**src/rtl/seg_scan_mux.sv**
```systemverilog
// seg_scan_mux: time-multiplexed driver for a 4-digit hex display.
// Holds a 16-bit value and scans its nibbles onto one hex-to-7-segment decoder.
// It drives active-low anodes and an active-low decimal point.
// Host loads go through a shadow register and reach the display only on a frame
// boundary, so a frame never shows half of an old value and half of a new one.
// Optional build macro: LZ_BLANK_EN enables leading-zero suppression.
// Digit 0 is never blanked.

module seg_scan_mux #(
    parameter int DWELL_CYCLES = 100000,
    parameter int GUARD_CYCLES = 2000
) (
    input  logic        clk,
    input  logic        rst_n,
    input  logic        load,
    input  logic [15:0] value_in,
    input  logic [3:0]  dp_in,
    input  logic [3:0]  digit_en,
    output logic [3:0]  nib,
    output logic [3:0]  an,
    output logic        dp,
    output logic        busy,
    output logic        frame_tick
);

    localparam int            CW        = (DWELL_CYCLES > 1) ? $clog2(DWELL_CYCLES) : 1;
    localparam logic [CW-1:0] CNT_LAST  = CW'(DWELL_CYCLES - 1);
    localparam logic [CW-1:0] GUARD_VAL = CW'(GUARD_CYCLES);

    typedef enum logic [0:0] {
        ST_IDLE = 1'b0,
        ST_PEND = 1'b1
    } state_t;

    state_t        state_q, state_d;
    logic [CW-1:0] cnt_q, cnt_d;
    logic [1:0]    idx_q, idx_d;
    logic [15:0]   shadow_q, shadow_d;
    logic [3:0]    shadow_dp_q, shadow_dp_d;
    logic [15:0]   disp_q, disp_d;
    logic [3:0]    disp_dp_q, disp_dp_d;
    logic [3:0]    nib_q, nib_d;
    logic [3:0]    an_q, an_d;
    logic          dp_q, dp_d;
    logic          busy_q, busy_d;
    logic          frame_tick_q, frame_tick_d;

    logic          cnt_wrap_s;
    logic          frame_s;
    logic [3:0]    blank_s;
    logic [3:0]    nib_sel_s;
    logic          lit_s;

    // Dwell counter and digit index; a frame ends when digit 3's dwell wraps.
    always_comb begin
        cnt_wrap_s = (cnt_q == CNT_LAST);
        frame_s    = cnt_wrap_s && (idx_q == 2'd3);
        if (cnt_wrap_s) begin
            cnt_d = {CW{1'b0}};
            idx_d = idx_q + 2'd1;
        end else begin
            cnt_d = cnt_q + CW'(1);
            idx_d = idx_q;
        end
    end

    // Load FSM next state: a boundary commits the old shadow before a coincident load overwrites it.
    always_comb begin
        state_d     = state_q;
        shadow_d    = shadow_q;
        shadow_dp_d = shadow_dp_q;
        disp_d      = disp_q;
        disp_dp_d   = disp_dp_q;
        if (frame_s && (state_q == ST_PEND)) begin
            disp_d    = shadow_q;
            disp_dp_d = shadow_dp_q;
            state_d   = ST_IDLE;
        end else begin
            disp_d    = disp_q;
            disp_dp_d = disp_dp_q;
        end
        if (load) begin
            shadow_d    = value_in;
            shadow_dp_d = dp_in;
            state_d     = ST_PEND;
        end else begin
            shadow_d    = shadow_q;
            shadow_dp_d = shadow_dp_q;
        end
    end

`ifdef LZ_BLANK_EN
    // Leading-zero suppression: digit k is dark when nibbles k..3 are all zero.
    always_comb begin
        blank_s    = 4'b0000;
        blank_s[3] = (disp_q[15:12] == 4'h0);
        blank_s[2] = (disp_q[15:8] == 8'h00);
        blank_s[1] = (disp_q[15:4] == 12'h000);
    end
`else
    // No suppression: every enabled digit lights, leading zeros included.
    always_comb begin
        blank_s = 4'b0000;
    end
`endif

    // Output decode for the digit currently in its dwell, registered below.
    always_comb begin
        case (idx_q)
            2'd0:    nib_sel_s = disp_q[3:0];
            2'd1:    nib_sel_s = disp_q[7:4];
            2'd2:    nib_sel_s = disp_q[11:8];
            2'd3:    nib_sel_s = disp_q[15:12];
            default: nib_sel_s = 4'h0;
        endcase
        nib_d        = nib_sel_s;
        lit_s        = (cnt_q >= GUARD_VAL) && digit_en[idx_q] && !blank_s[idx_q];
        an_d         = 4'hF;
        if (lit_s) begin
            an_d[idx_q] = 1'b0;
            dp_d        = ~disp_dp_q[idx_q];
        end else begin
            an_d        = 4'hF;
            dp_d        = 1'b1;
        end
        busy_d       = (state_d == ST_PEND);
        frame_tick_d = frame_s;
    end

    // Load FSM state register.
    always_ff @(posedge clk or negedge rst_n) begin
        if (!rst_n) begin
            state_q <= ST_IDLE;
        end else begin
            state_q <= state_d;
        end
    end

    // Scan position, shadow and displayed-value registers.
    always_ff @(posedge clk or negedge rst_n) begin
        if (!rst_n) begin
            cnt_q       <= {CW{1'b0}};
            idx_q       <= 2'd0;
            shadow_q    <= 16'h0000;
            shadow_dp_q <= 4'h0;
            disp_q      <= 16'h0000;
            disp_dp_q   <= 4'h0;
        end else begin
            cnt_q       <= cnt_d;
            idx_q       <= idx_d;
            shadow_q    <= shadow_d;
            shadow_dp_q <= shadow_dp_d;
            disp_q      <= disp_d;
            disp_dp_q   <= disp_dp_d;
        end
    end

    // Registered display and status outputs.
    always_ff @(posedge clk or negedge rst_n) begin
        if (!rst_n) begin
            nib_q        <= 4'h0;
            an_q         <= 4'hF;
            dp_q         <= 1'b1;
            busy_q       <= 1'b0;
            frame_tick_q <= 1'b0;
        end else begin
            nib_q        <= nib_d;
            an_q         <= an_d;
            dp_q         <= dp_d;
            busy_q       <= busy_d;
            frame_tick_q <= frame_tick_d;
        end
    end

    assign nib        = nib_q;
    assign an         = an_q;
    assign dp         = dp_q;
    assign busy       = busy_q;
    assign frame_tick = frame_tick_q;

endmodule

```
**config.mk**
```make
export PLATFORM = sky130hd
export DESIGN_NAME = seg_scan_mux
export DESIGN_NICKNAME = d
export VERILOG_FILES = /design/src/rtl/seg_scan_mux.sv
export SDC_FILE = /design/constraint.sdc
export NUM_CORES = 1
export LEC_CHECK = 0
export CORE_MARGIN = 4
export CORE_UTILIZATION = 55
export DETAILED_ROUTE_END_ITERATION = 8
export PLACE_DENSITY = 0.79
export SETUP_SLACK_MARGIN = 0.02
export SYNTH_ARGS = -nofsm -noshare
export SYNTH_HDL_FRONTEND = slang
export SYNTH_SLANG_ARGS = --single-unit
```
**constraint.sdc**
```tcl
create_clock -name clk -period 3.9 [get_ports clk]
set_input_delay 0.975 -clock clk [delete_from_list [all_inputs] [get_ports clk]]
set_output_delay 0.975 -clock clk [all_outputs]
set_load 0.02 [all_outputs]
```
# [Yosys cells after proc, flatten, opt, wreduce, memory -nomap -nowiden]
# Index checks and enable logic that the tools add are counted.
[totals] in_bits=27 reg_bits=70 out_inout_bits=11
[classes] eq_ne=4 reduce_logical=8 magnitude_cmp=3 add_sub_neg=2 n_bitwise=2 n_mux=14
[ops] operator="17-bit by 1-bit adder with 17-bit output (second input constant)" n=1
[ops] operator="17-bit == test (second input constant)" n=1
[ops] operator="17-bit by 11-bit >= comparator with 1-bit output (second input constant)" n=1
[ops] operator="17-bit two-way mux" n=1
[ops] operator="4-bit case mux with 4 select lines" n=1
[ops] operator="1-bit two-way mux" n=7
[ops] operator="1-bit binary-select mux with 2-bit select" n=3
[ops] operator="1-bit logical AND" n=5
[ops] operator="2-bit == test (second input constant)" n=2
[ops] operator="4-bit two-way mux" n=1
[ops] operator="4-bit inverter" n=1
[ops] operator="2-bit by 3-bit less-than comparator with 1-bit output (second input constant)" n=1
[ops] operator="2-bit by 1-bit adder with 2-bit output (second input constant)" n=1
[ops] operator="1-bit demux with 2-bit select" n=1
[ops] operator="2-bit by 1-bit == test with 1-bit output (second input constant)" n=1
[ops] operator="2-bit by 1-bit >= comparator with 1-bit output (second input constant)" n=1
[ops] operator="2-bit logical NOT" n=1
[ops] operator="2-bit nonzero test" n=1
[ops] operator="1-bit logical NOT" n=1
[ops] operator="1-bit inverter" n=1

# [Depth between registers and ports, before layout]
[logic_depth] ltp_word=6 ltp_mapped=6 depth_no_buf=5

# [Worst setup path before layout]
# No wires, ideal clock.
[synth_path] path_kind="reg2reg" from="register cnt_q[14]" to="register disp_dp_q[0]" path_slack_ns=1.805 stages_incl_launch_ff=6 period_less_slack_ns=2.095 arrival_ns=1.967 setup_ns=0.127 cell_sequence="dfrtp_1 -> or4_4 -> nor4_4 -> and3_1 -> buf_6 -> mux2_1"
[synth_between] elab_chain_cells=3
[synth_lines] item="from (decl)" line_no="36" rtl="logic [CW-1:0] cnt_q, cnt_d;"
[synth_lines] item="from (signal assigned)" line_no="142" rtl="cnt_q <= {CW{1'b0}};"
[synth_lines] item="from (signal assigned)" line_no="149" rtl="cnt_q <= cnt_d;"
[synth_lines] item="17-bit == test" line_no="56" rtl="cnt_wrap_s = (cnt_q == CNT_LAST);"
[synth_lines] item="1-bit logical AND" line_no="57" rtl="frame_s = cnt_wrap_s && (idx_q == 2'd3);"
[synth_lines] item="1-bit logical AND" line_no="74" rtl="if (frame_s && (state_q == ST_PEND)) begin"
[synth_lines] item="to (signal assigned)" line_no="154" rtl="disp_dp_q <= disp_dp_d;"
[synth_lines] item="to (decl)" line_no="41" rtl="logic [3:0] disp_dp_q, disp_dp_d;"
# Every way passes these cells.
# A chain may end at the register's enable or synchronous reset.

# [Worst setup path in the final report]
[layout_path] from="register cnt_q[12]" to="register disp_q[0]"
[layout_between] elab_chain_cells=3
[layout_lines] item="17-bit == test" line_no="56"
[layout_lines] item="1-bit logical AND" line_no="57"
[layout_lines] item="1-bit logical AND" line_no="74"
[layout_lines] item="to (signal assigned)" line_no="153" rtl="disp_q <= disp_d;"
[layout_lines] item="to (decl)" line_no="40" rtl="logic [15:0] disp_q, disp_d;"
# Every way passes these cells.

==> impl_metrics.toml <==
[synth]
ys_seq_elements = 70
synthFlopType = "dfrtp_1"
synth_edf_count = 0
synthMostInstantiatedCell = "dfrtp_1"
yosys_warnings = 0
syn_area_um2 = 2940
synth_seq_area_share = 0.5979
synth_top_area_cell = "dfrtp_1"
syn_nets = 248
synth_cell_types = 38
syn_inst = 214
netlist.area_leader.share = 0.5532
syn_avg_cell_area_um2 = 13.74
netlist_top_cells_area = "dfrtp_1 55%, mux2_1 7.7%, mux2_2 7.7%, dfstp_2 4.5%, ha_1 3.0%"
synth_async_sr_flop_share = 1.000
synth_common_cells = "65 x dfrtp_1, 20 x mux2_1, 20 x mux2_2, 13 x nand2_1, 12 x inv_1"

[setup_path]
worstPathCellList = "or4_4 -> nor4_4 -> buf_4 -> and3_1 -> buf_4 -> mux2_1"
critPathKind = "flop to flop"
cpPeakStageDelay_ns = 0.56
crit_slowest_cell = "or4_4"
worstRegToRegCells = 6
path_depth = 6
cp.required_ns = 4.12
cp-start-kind = "flop"
end_kind = "flop"
cp_common_cell = "buf_4"
critPathMaxFanout = 20
crit_family = "simple AND/OR/NAND/NOR gates"
cp.arrival_ns = 2.69
path_buf_inv = 2

[die]
die_w_um = 81.12
start_util = 0.5721
num_rows = 26
pin_count = 38
coreArea_um2 = 5140
dieHeight_um = 81.12
die_area_um2 = 6580

[routing]
drt_first_pass_iters = 4
viasPerCell = 5.461
drc = 0
drt_wl_total_um = 5344
wl_per_cell_um = 16.00
ant_nets = 0
vias = 1824
dr.first_iter.drc_count = 127

[min_path]
hold_path_class = "flop to flop"
hold_path_depth = 1

[timing]
worst_pin_slew_ns = 0.9790
tns_ns = 0
fin_worst_skew_ns = 0.005094
max_freq_mhz = 406.1
slew_viol_final = 0
setup_viol = 0
period_share = 0.6315
fin_crit_ns = 2.463
hold_viol_final = 0
rsz0062_at_grt = "no"
relSlewSlack = 0.3473

[place]
dp_hpwl_um = 3579
dp.cells = 318
gp_congestion = 0.8439
port_buffers = 37

[clock_tree]
numCtsBuffers = 9
cts_tree = "yes"
ctsResizeCount = 0
clkLatencyLatePin_ns = 0.34
cts_sinks = 70
clk_pin_slew_worst_paths_ns = 0.07
htree_num_levels = 3
hold_buffers = 0
postCtsSetupRepairBufs = 0
cts_buffer_depth = 2
cts_root_buffer = "clkbuf_8"

[grt]
track_usage = 0.1906
grt_pass1_vias = 1925
grt_pass1_wl_um = 9197
overflow = 0
antenna_found_initial = 0
grt_max_degree = 46

[pwr]
p_clk_frac = 0.457
combinationalPowerShare = 0.045
leakagePower_nw = 1.647
pwr-share-seq = 0.498
switchingPower_mw = 0.3083
p_per_area_nw_per_um2 = 420.4
peakVddDrop_mv = 0.2950
swShare = 0.2027
internal_power_mw = 1.213

[layout]
fin_util = 0.7040
drive_gt1_frac = 0.1970
area_growth_pct = 23.06
stdcell_count = 334
nets = 293
num_antenna_cells = 0

[run_status]
status = "complete, no violations"

[flow_run]
max-cap-violations = 0
==> metal layers <==
| layer | global-route usage | vias up | part of all wire |
|---|---|---|---|
| met2 | 0.3210 | 52 | 0.51 |
| met5 | 0 | - | 0 |
| met4 | 0.08953 | 0 | 0.010 |
| met3 | 0.05654 | 10 | 0.060 |
| li1 | - | 840 | - |
| met1 | 0.2242 | 922 | 0.41 |
==> worst paths after layout <==
kind                       startpoint      endpoint  slack (ns)
max reg2reg                 cnt_q[12]     disp_q[0]        1.44
max                         cnt_q[12]     disp_q[0]        1.44
max in group asynchronous       rst_n   shadow_q[9]        2.33
min reg2reg                 disp_q[1]     disp_q[1]        0.49
min in group asynchronous       rst_n  disp_dp_q[0]        0.79
min                         disp_q[1]     disp_q[1]        0.49
==> power by group through the flow <==
stage               logic, mW  clock network (mW)  registers (mW)
floorplan              0.0257                   0           0.767
global placement       0.0682                   0           0.770
detailed placement     0.0701                   0           0.771
CTS                    0.0707               0.705           0.757
global route           0.0757               0.742           0.760
finish                 0.0684               0.696           0.757
==> cell families after synthesis <==
logic type / share of synthesized area
flops: 0.5979
mux: 0.1855
xor+xnor: 0.03574
simple gates: 0.08554
buf+inv: 0.02978
compound gates: 0.03574
fa+ha+maj: 0.02979
==> cell usage in the layout, fill, tap and decap left out, types with 5 or more instances in the layout <==
cell and count:
dfrtp_1 65, clkdlybuf4s50_1 36, mux2_2 20, mux2_1 20
nand2_1 13, inv_1 12, nor2_1 9, clkbuf_8 9
ha_1 7, nand4_1 6, xnor2_1 6, xor2_1 6
mux2i_1 5, dfstp_2 5
==> sequential cells by signal (all words and copies together), names as in the netlist <==
register and flops:
busy 1, idx_q 2, disp_q 16, disp_dp_q 4, nib 4, an 4
shadow_q 16, frame_tick 1, dp 1, cnt_q 17, shadow_dp_q 4
==> stage by stage <==
stage	setup slack [ns]	hold WS [ns]	area, um^2	power (mW)
finish	1.437	0.4856	3618	1.521
global route	1.357	0.5023	3618	1.579
CTS	1.438	0.4906	3618	1.532
detailed placement	1.250	0.4746	3381	0.8413
global placement	1.275	0.4649	3381	0.8384
floorplan	1.805	0.4524	2940	0.7927
==> area by class of cell <==
class	instances	area, um^2
repair buffers	41	395.4
well taps	70	87.58
multi-input cells	125	1095
clock buffers	10	127.6
clock inverters	6	110.1
flip-flops and latches	70	1758
inverters	12	45.04
fillers	399	1521
(Power assumes the default switching activity.)
